$ cat config.mk
export PLATFORM = sky130hd
export DESIGN_NAME = ram_rr_arbiter_flat
export DESIGN_NICKNAME = d
export VERILOG_FILES = /design/src/rtl/ram_rr_arbiter_if.sv /design/src/rtl/ram_rr_arbiter.sv /design/src/flat_wrapper.sv
export SDC_FILE = /design/constraint.sdc
export NUM_CORES = 1
export LEC_CHECK = 0
export BUFFER_PORTS_ARGS = -buffer_cell sky130_fd_sc_hd__buf_4
export CORE_ASPECT_RATIO = 1.5
export CORE_MARGIN = 3
export CORE_UTILIZATION = 41
export CTS_CLUSTER_SIZE = 24
export DETAILED_ROUTE_END_ITERATION = 8
export PLACE_DENSITY = 0.8
export SETUP_SLACK_MARGIN = 0.15
export SYNTH_ARGS = -nofsm -noshare
export SYNTH_HDL_FRONTEND = slang
export SYNTH_SLANG_ARGS = --single-unit
export TNS_END_PERCENT = 30
$ cat constraint.sdc
create_clock -name clock -period 1.8 [get_ports clock]
set_clock_uncertainty 0.15 [all_clocks]
set_input_delay 0.27 -clock clock [delete_from_list [all_inputs] [get_ports clock]]
set_output_delay 0.27 -clock clock [all_outputs]
set_load 0.05 [all_outputs]
$ cat src/rtl/ram_rr_arbiter_if.sv
// Client/RAM bus bundle for ram_rr_arbiter: two request/response ports plus the RAM port.
// The slave modport is the arbiter's view; master is the client/RAM side.
interface ram_rr_arbiter_if #(
    parameter int AWIDTH = 3,
    parameter int DWIDTH = 32
);
    logic              req0_valid;
    logic              req0_ready;
    logic              req0_we;
    logic [AWIDTH-1:0] req0_addr;
    logic [DWIDTH-1:0] req0_din;
    logic              req1_valid;
    logic              req1_ready;
    logic              req1_we;
    logic [AWIDTH-1:0] req1_addr;
    logic [DWIDTH-1:0] req1_din;
    logic              rsp0_valid;
    logic [DWIDTH-1:0] rsp0_dout;
    logic              rsp1_valid;
    logic [DWIDTH-1:0] rsp1_dout;
    logic [AWIDTH-1:0] ram_addr;
    logic [DWIDTH-1:0] ram_din;
    logic              ram_we;
    logic [DWIDTH-1:0] ram_dout;

    modport slave (
        input  req0_valid, req0_we, req0_addr, req0_din,
        input  req1_valid, req1_we, req1_addr, req1_din,
        input  ram_dout,
        output req0_ready, req1_ready,
        output rsp0_valid, rsp0_dout, rsp1_valid, rsp1_dout,
        output ram_addr, ram_din, ram_we
    );

    modport master (
        output req0_valid, req0_we, req0_addr, req0_din,
        output req1_valid, req1_we, req1_addr, req1_din,
        output ram_dout,
        input  req0_ready, req1_ready,
        input  rsp0_valid, rsp0_dout, rsp1_valid, rsp1_dout,
        input  ram_addr, ram_din, ram_we
    );
endinterface

$ cat src/rtl/ram_rr_arbiter.sv
// Round-robin two-requester front end for a single-port sync-read RAM, 2-cycle read latency.
// Optional post-reset clear sweep enabled by defining RAM_ARB_INIT_CLEAR_EN.
module ram_rr_arbiter #(
    parameter int AWIDTH = 3,
    parameter int DWIDTH = 32
) (
    input  logic              clock,
    input  logic              reset_n,
    ram_rr_arbiter_if.slave   bus,
    output logic              init_done
);
    logic              w_run;
    logic              w_init_we;
    logic [AWIDTH-1:0] w_init_addr;

`ifdef RAM_ARB_INIT_CLEAR_EN
    typedef enum logic {ST_INIT, ST_RUN} state_t;
    state_t            r_state, w_state_nxt;
    logic [AWIDTH-1:0] r_clr_cnt, w_clr_cnt_nxt;

    always_ff @(posedge clock or negedge reset_n) begin
        if (!reset_n) begin
            r_state   <= ST_INIT;
            r_clr_cnt <= '0;
        end else begin
            r_state   <= w_state_nxt;
            r_clr_cnt <= w_clr_cnt_nxt;
        end
    end

    always_comb begin
        w_state_nxt   = r_state;
        w_clr_cnt_nxt = r_clr_cnt;
        if (r_state == ST_INIT) begin
            w_clr_cnt_nxt = r_clr_cnt + 1'b1;
            if (r_clr_cnt == {AWIDTH{1'b1}}) begin
                w_state_nxt   = ST_RUN;
                w_clr_cnt_nxt = '0;
            end
        end
    end

    assign w_run       = (r_state == ST_RUN);
    assign w_init_we   = (r_state == ST_INIT);
    assign w_init_addr = r_clr_cnt;
`else
    assign w_run       = 1'b1;
    assign w_init_we   = 1'b0;
    assign w_init_addr = '0;
`endif

    logic              r_last_grant;
    logic              w_gnt_vld;
    logic              w_gnt_id;
    logic              w_sel_we;
    logic [AWIDTH-1:0] w_sel_addr;
    logic [DWIDTH-1:0] w_sel_din;

    // On a tie the requester that did not win the last transfer gets the slot.
    always_comb begin
        w_gnt_vld = 1'b0;
        w_gnt_id  = 1'b0;
        if (w_run) begin
            if (bus.req0_valid && bus.req1_valid) begin
                w_gnt_vld = 1'b1;
                w_gnt_id  = ~r_last_grant;
            end else if (bus.req0_valid) begin
                w_gnt_vld = 1'b1;
            end else if (bus.req1_valid) begin
                w_gnt_vld = 1'b1;
                w_gnt_id  = 1'b1;
            end
        end
    end

    assign w_sel_we   = w_gnt_id ? bus.req1_we   : bus.req0_we;
    assign w_sel_addr = w_gnt_id ? bus.req1_addr : bus.req0_addr;
    assign w_sel_din  = w_gnt_id ? bus.req1_din  : bus.req0_din;

    assign bus.req0_ready = reset_n && w_gnt_vld && !w_gnt_id;
    assign bus.req1_ready = reset_n && w_gnt_vld &&  w_gnt_id;

    always_comb begin
        bus.ram_we   = 1'b0;
        bus.ram_addr = '0;
        bus.ram_din  = '0;
        if (w_init_we) begin
            bus.ram_we   = 1'b1;
            bus.ram_addr = w_init_addr;
        end else if (w_gnt_vld) begin
            bus.ram_we   = w_sel_we;
            bus.ram_addr = w_sel_addr;
            bus.ram_din  = w_sel_din;
        end
        if (!reset_n) begin
            bus.ram_we = 1'b0;
        end
    end

    logic              r_pend_vld;
    logic              r_pend_id;
    logic              r_rsp0_vld;
    logic              r_rsp1_vld;
    logic [DWIDTH-1:0] r_rsp0_dout;
    logic [DWIDTH-1:0] r_rsp1_dout;

    // RAM dout is valid the cycle after the address edge, so capture one cycle after the read.
    always_ff @(posedge clock or negedge reset_n) begin
        if (!reset_n) begin
            r_last_grant <= 1'b1;
            r_pend_vld   <= 1'b0;
            r_pend_id    <= 1'b0;
            r_rsp0_vld   <= 1'b0;
            r_rsp1_vld   <= 1'b0;
            r_rsp0_dout  <= '0;
            r_rsp1_dout  <= '0;
        end else begin
            if (w_gnt_vld) begin
                r_last_grant <= w_gnt_id;
            end
            r_pend_vld <= w_gnt_vld && !w_sel_we;
            r_pend_id  <= w_gnt_id;
            r_rsp0_vld <= r_pend_vld && !r_pend_id;
            r_rsp1_vld <= r_pend_vld &&  r_pend_id;
            if (r_pend_vld && !r_pend_id) begin
                r_rsp0_dout <= bus.ram_dout;
            end
            if (r_pend_vld && r_pend_id) begin
                r_rsp1_dout <= bus.ram_dout;
            end
        end
    end

    assign bus.rsp0_valid = r_rsp0_vld;
    assign bus.rsp1_valid = r_rsp1_vld;
    assign bus.rsp0_dout  = r_rsp0_dout;
    assign bus.rsp1_dout  = r_rsp1_dout;
    assign init_done      = w_run;
endmodule

$ cat src/flat_wrapper.sv
// flat-port wrapper written by rule: the top's interface ports become plain ports
module ram_rr_arbiter_flat 
#(
    parameter int AWIDTH = 3,
    parameter int DWIDTH = 32
)
  (clock, reset_n, init_done, bus_req0_valid, bus_req0_we, bus_req0_addr, bus_req0_din, bus_req1_valid, bus_req1_we, bus_req1_addr, bus_req1_din, bus_ram_dout, bus_req0_ready, bus_req1_ready, bus_rsp0_valid, bus_rsp0_dout, bus_rsp1_valid, bus_rsp1_dout, bus_ram_addr, bus_ram_din, bus_ram_we);
  ram_rr_arbiter_if #(.AWIDTH(AWIDTH), .DWIDTH(DWIDTH)) bus_i ();
  input  logic clock;
  input  logic reset_n;
  output logic init_done;
  input wire logic [$bits(bus_i.req0_valid)-1:0] bus_req0_valid;
  input wire logic [$bits(bus_i.req0_we)-1:0] bus_req0_we;
  input wire logic [$bits(bus_i.req0_addr)-1:0] bus_req0_addr;
  input wire logic [$bits(bus_i.req0_din)-1:0] bus_req0_din;
  input wire logic [$bits(bus_i.req1_valid)-1:0] bus_req1_valid;
  input wire logic [$bits(bus_i.req1_we)-1:0] bus_req1_we;
  input wire logic [$bits(bus_i.req1_addr)-1:0] bus_req1_addr;
  input wire logic [$bits(bus_i.req1_din)-1:0] bus_req1_din;
  input wire logic [$bits(bus_i.ram_dout)-1:0] bus_ram_dout;
  output wire logic [$bits(bus_i.req0_ready)-1:0] bus_req0_ready;
  output wire logic [$bits(bus_i.req1_ready)-1:0] bus_req1_ready;
  output wire logic [$bits(bus_i.rsp0_valid)-1:0] bus_rsp0_valid;
  output wire logic [$bits(bus_i.rsp0_dout)-1:0] bus_rsp0_dout;
  output wire logic [$bits(bus_i.rsp1_valid)-1:0] bus_rsp1_valid;
  output wire logic [$bits(bus_i.rsp1_dout)-1:0] bus_rsp1_dout;
  output wire logic [$bits(bus_i.ram_addr)-1:0] bus_ram_addr;
  output wire logic [$bits(bus_i.ram_din)-1:0] bus_ram_din;
  output wire logic [$bits(bus_i.ram_we)-1:0] bus_ram_we;
  assign bus_i.req0_valid = bus_req0_valid;
  assign bus_i.req0_we = bus_req0_we;
  assign bus_i.req0_addr = bus_req0_addr;
  assign bus_i.req0_din = bus_req0_din;
  assign bus_i.req1_valid = bus_req1_valid;
  assign bus_i.req1_we = bus_req1_we;
  assign bus_i.req1_addr = bus_req1_addr;
  assign bus_i.req1_din = bus_req1_din;
  assign bus_i.ram_dout = bus_ram_dout;
  assign bus_req0_ready = bus_i.req0_ready;
  assign bus_req1_ready = bus_i.req1_ready;
  assign bus_rsp0_valid = bus_i.rsp0_valid;
  assign bus_rsp0_dout = bus_i.rsp0_dout;
  assign bus_rsp1_valid = bus_i.rsp1_valid;
  assign bus_rsp1_dout = bus_i.rsp1_dout;
  assign bus_ram_addr = bus_i.ram_addr;
  assign bus_ram_din = bus_i.ram_din;
  assign bus_ram_we = bus_i.ram_we;
  ram_rr_arbiter #(.AWIDTH(AWIDTH), .DWIDTH(DWIDTH)) u_core (.clock(clock), .reset_n(reset_n), .bus(bus_i), .init_done(init_done));
endmodule
==> metrics.txt <==
total global-route track usage a little over a fifth; max_cap viols 0; Sw Share approximately 44%; top-count cell post-synth dfrtp_1; final WL between 9 and 10 mm; largest net degree at the start of global routing approximately 70; core area between 0.006 and 0.007 mm^2; Filler Cell Count 465; Clk pin slew, worst setup/hold paths approximately 80 ps; post-synthesis register bit count just under 70; Slew headroom between 40% and 50%; synth unique cells 22; initial core utilization a little over two fifths; Longest Clk Path Bufs 2; vias in the first global route 2800; hold_ws just under 20 ps; later-pin clock latency in the skew report between 300 and 400 ps; I/O Buffers ~210; Finish-stage setup viols 37; worst r2r src u_core.r_pend_id; Area after DPL ~0.0048 mm^2; Max Slew Vio Count 0; internal power between 0.003 and 0.004 W; CP max stage cell dfstp_2; failing checks negative setup slack; post-synth top area cell dfrtp_1; number of nets still failing antenna checks after routing 0; diode count 0; Top-Level Pins 213; TritonCTS buffer count 9; syn_area_per_cell 14.9 um^2; number of synthesized flops with an enable pin 0; share of layout cells above drive strength 1 79.2%; # DRC 0; WL/cell approximately 17 um; Yosys Warn Count 0; final core occ roughly three quarters; Tightest Pin Transition approximately 810 ps; Vias/cell between 4 and 5; Synth top cells by count 68 x dfrtp_1, 64 x mux2_2, 35 x a22o_1; Pwr Density 1320 mW/mm^2; Die Span X 75.9 um; via count 2600; HPWL Detailed 7.06 mm; synthesis-to-finish area growth 78.0%; GRT overflow 0; top_reg_cell synth dfrtp_1; top post-synthesis cells by area dfrtp_1 57%, mux2_2 24%, a22o_1 10%, buf_6 1.9%, buf_8 1.5%; Seq pwr share a little under a third; NetSw between 0.003 and 0.004 W; Placer Congestion roughly 0.8; row count 37; Post-Syn Area 0.00300 mm^2; Worst EP arrival 1690 ps; CP Data Required Time between 1000 and 1500 ps; CP Max Fanout 10; die area 0.00840 mm^2; Critical Path Start Type flip-flop; WS Path Type reg2out; worst slack, placed 4.44 ps; period utilization 117%; final hold viol count 0; Clk network pwr share 17.4%; Root Buffer Master clkbuf_8; CP endpoint kind output port; top cell type's share of synthesized area a little under three fifths; Gate Count Post-Synth between 200 and 250; initial antenna violation count 0; CP max stage delay between 500 and 600 ps; syn_nets slightly above 300; post-route cell area 0.00534 mm^2; crit-path cells nand2b_4, and2_4, buf_12, a22o_1, buf_6; # H-tree levels 3; Hold Path Class in2reg; min Tclk post-route roughly 2100 ps; Reg2Reg Setup Slack 400 ps; Logic pwr share between 50% and 60%; Reg2Reg Depth 3; Multi-input gate area roughly 0.0013 mm^2; Initial DRC Count between 70 and 80; first-pass GRT wire length 13.7 mm; R2R Path End u_core.bus.rsp0_dout[14]; Seq/Total Area, Yosys between 50% and 60%; worst vdd ir 0.619 mV; status complete, but fails checks; register area approximately 0.0017 mm^2; number of detailed-route iterations in the first pass 4; CTS tree built; LEAKAGE between 2 and 3 nW; Die H around 110 um; share of flip-flops with an asynchronous set or reset between 90% and 100%; # nets final between 500 and 600; Total Power between 0.007 and 0.008 W; Setup crit end bus_ram_addr[2]; RSZ-0062 raised after global routing true; final worst setup slack -314 ps; CP startpoint u_core.r_last_grant; Sink Count about 70; Max Clock Freq about 470 MHz
-- worst max-delay path, delay by kind of cell, from the launching register on --
kind / cells / cell delay (ps)
and+or+nand+nor: 2 / 350
DFF: 1 / 560
AOI/OAI and AO/OA: 1 / 140
buffers and inverters: 2 / 310
-- placed cells by master (no fill, tap or decap), drive strengths merged, types with 2 or more instances in the layout --
master	n
a22o	35
and2	2
buf	220
clkbuf	12
clkinv	2
clkinvlp	2
dfrtp	68
dlygate4sd3	4
inv	3
mux2	64
nand2	3
-- how the worst min path moves through the flow --
stage	from	endpoint	slack [ps]	depth (start not counted)
final	bus_ram_dout[19]	u_core.bus.rsp1_dout[19]	20	2
after global routing	bus_ram_dout[19]	u_core.bus.rsp0_dout[19]	0.7	2
after CTS	bus_ram_dout[3]	u_core.bus.rsp0_dout[3]	4	2
after detailed placement	reset_n	u_core.r_pend_vld	-70	1
after global placement	reset_n	u_core.r_pend_vld	-70	1
after floorplan	reset_n	u_core.bus.rsp0_dout[0]	-180	0
-- per-stage QoR --
stage | setup TNS, ps | std cells
after floorplan | 0 | 201
after global placement | 0 | 500
after detailed placement | 0 | 500
after CTS | -11140 | 520
after global routing | -13400 | 524
final | -10640 | 524
-- sequential cells by signal, indices dropped and copies added, names as in the netlist --
name	count
u_core.r_pend_id	1
u_core.bus.rsp0_valid	1
u_core.r_last_grant	1
u_core.bus.rsp0_dout	32
u_core.r_pend_vld	1
u_core.bus.rsp1_valid	1
u_core.bus.rsp1_dout	32
-- layer usage --
metal | wire, um | track usage (%)
met2 | 4890 | 37.7
met3 | 1040 | 8.26
met4 | 153 | 7.47
met5 | 0 | 0
met1 | 3070 | 22.3
-- kinds of logic (layout without fill, tap and decap cells) --
family                 count (synthesis)  in the layout  synth area share, %
AOI/OAI and AO/OA                     39             39                 11.1
buffers and inverters                 18            244                 5.13
DFF                                   69             69                 57.6
muxes                                 64             64                 24.0
other                                  1              1                0.125
and+or+nand+nor                       10             10                 2.04
-- cell type report --
class | instances | share of cell area (%)
clock buffers | 10 | 2.39
clock inverters | 6 | 1.33
inverters | 2 | 0.141
multi-input cells | 114 | 23.9
flip-flops and latches | 69 | 32.3
well taps | 97 | 2.27
repair buffers | 226 | 37.6
-- power by group through the flow --
stage          clock, W  sequential [W]  combinational (W)
2_1_floorplan         0         0.00359           0.000942
3_3_place_gp          0         0.00218            0.00348
3_5_place_dp          0         0.00221            0.00353
4_1_cts         0.00127         0.00218            0.00363
5_1_grt         0.00134         0.00222            0.00382
6_report        0.00123         0.00217            0.00366
-- timing repair --
item,4_1_cts,5_1_grt
setup buffers,0,1
hold buffers,4,0
pin swaps,4,4
resized for setup,48,12
setup endpoints to repair,38,38
hold endpoints to repair,4,0
cloned,0,3
No activity file was read; power rests on OpenSTA's default activity.
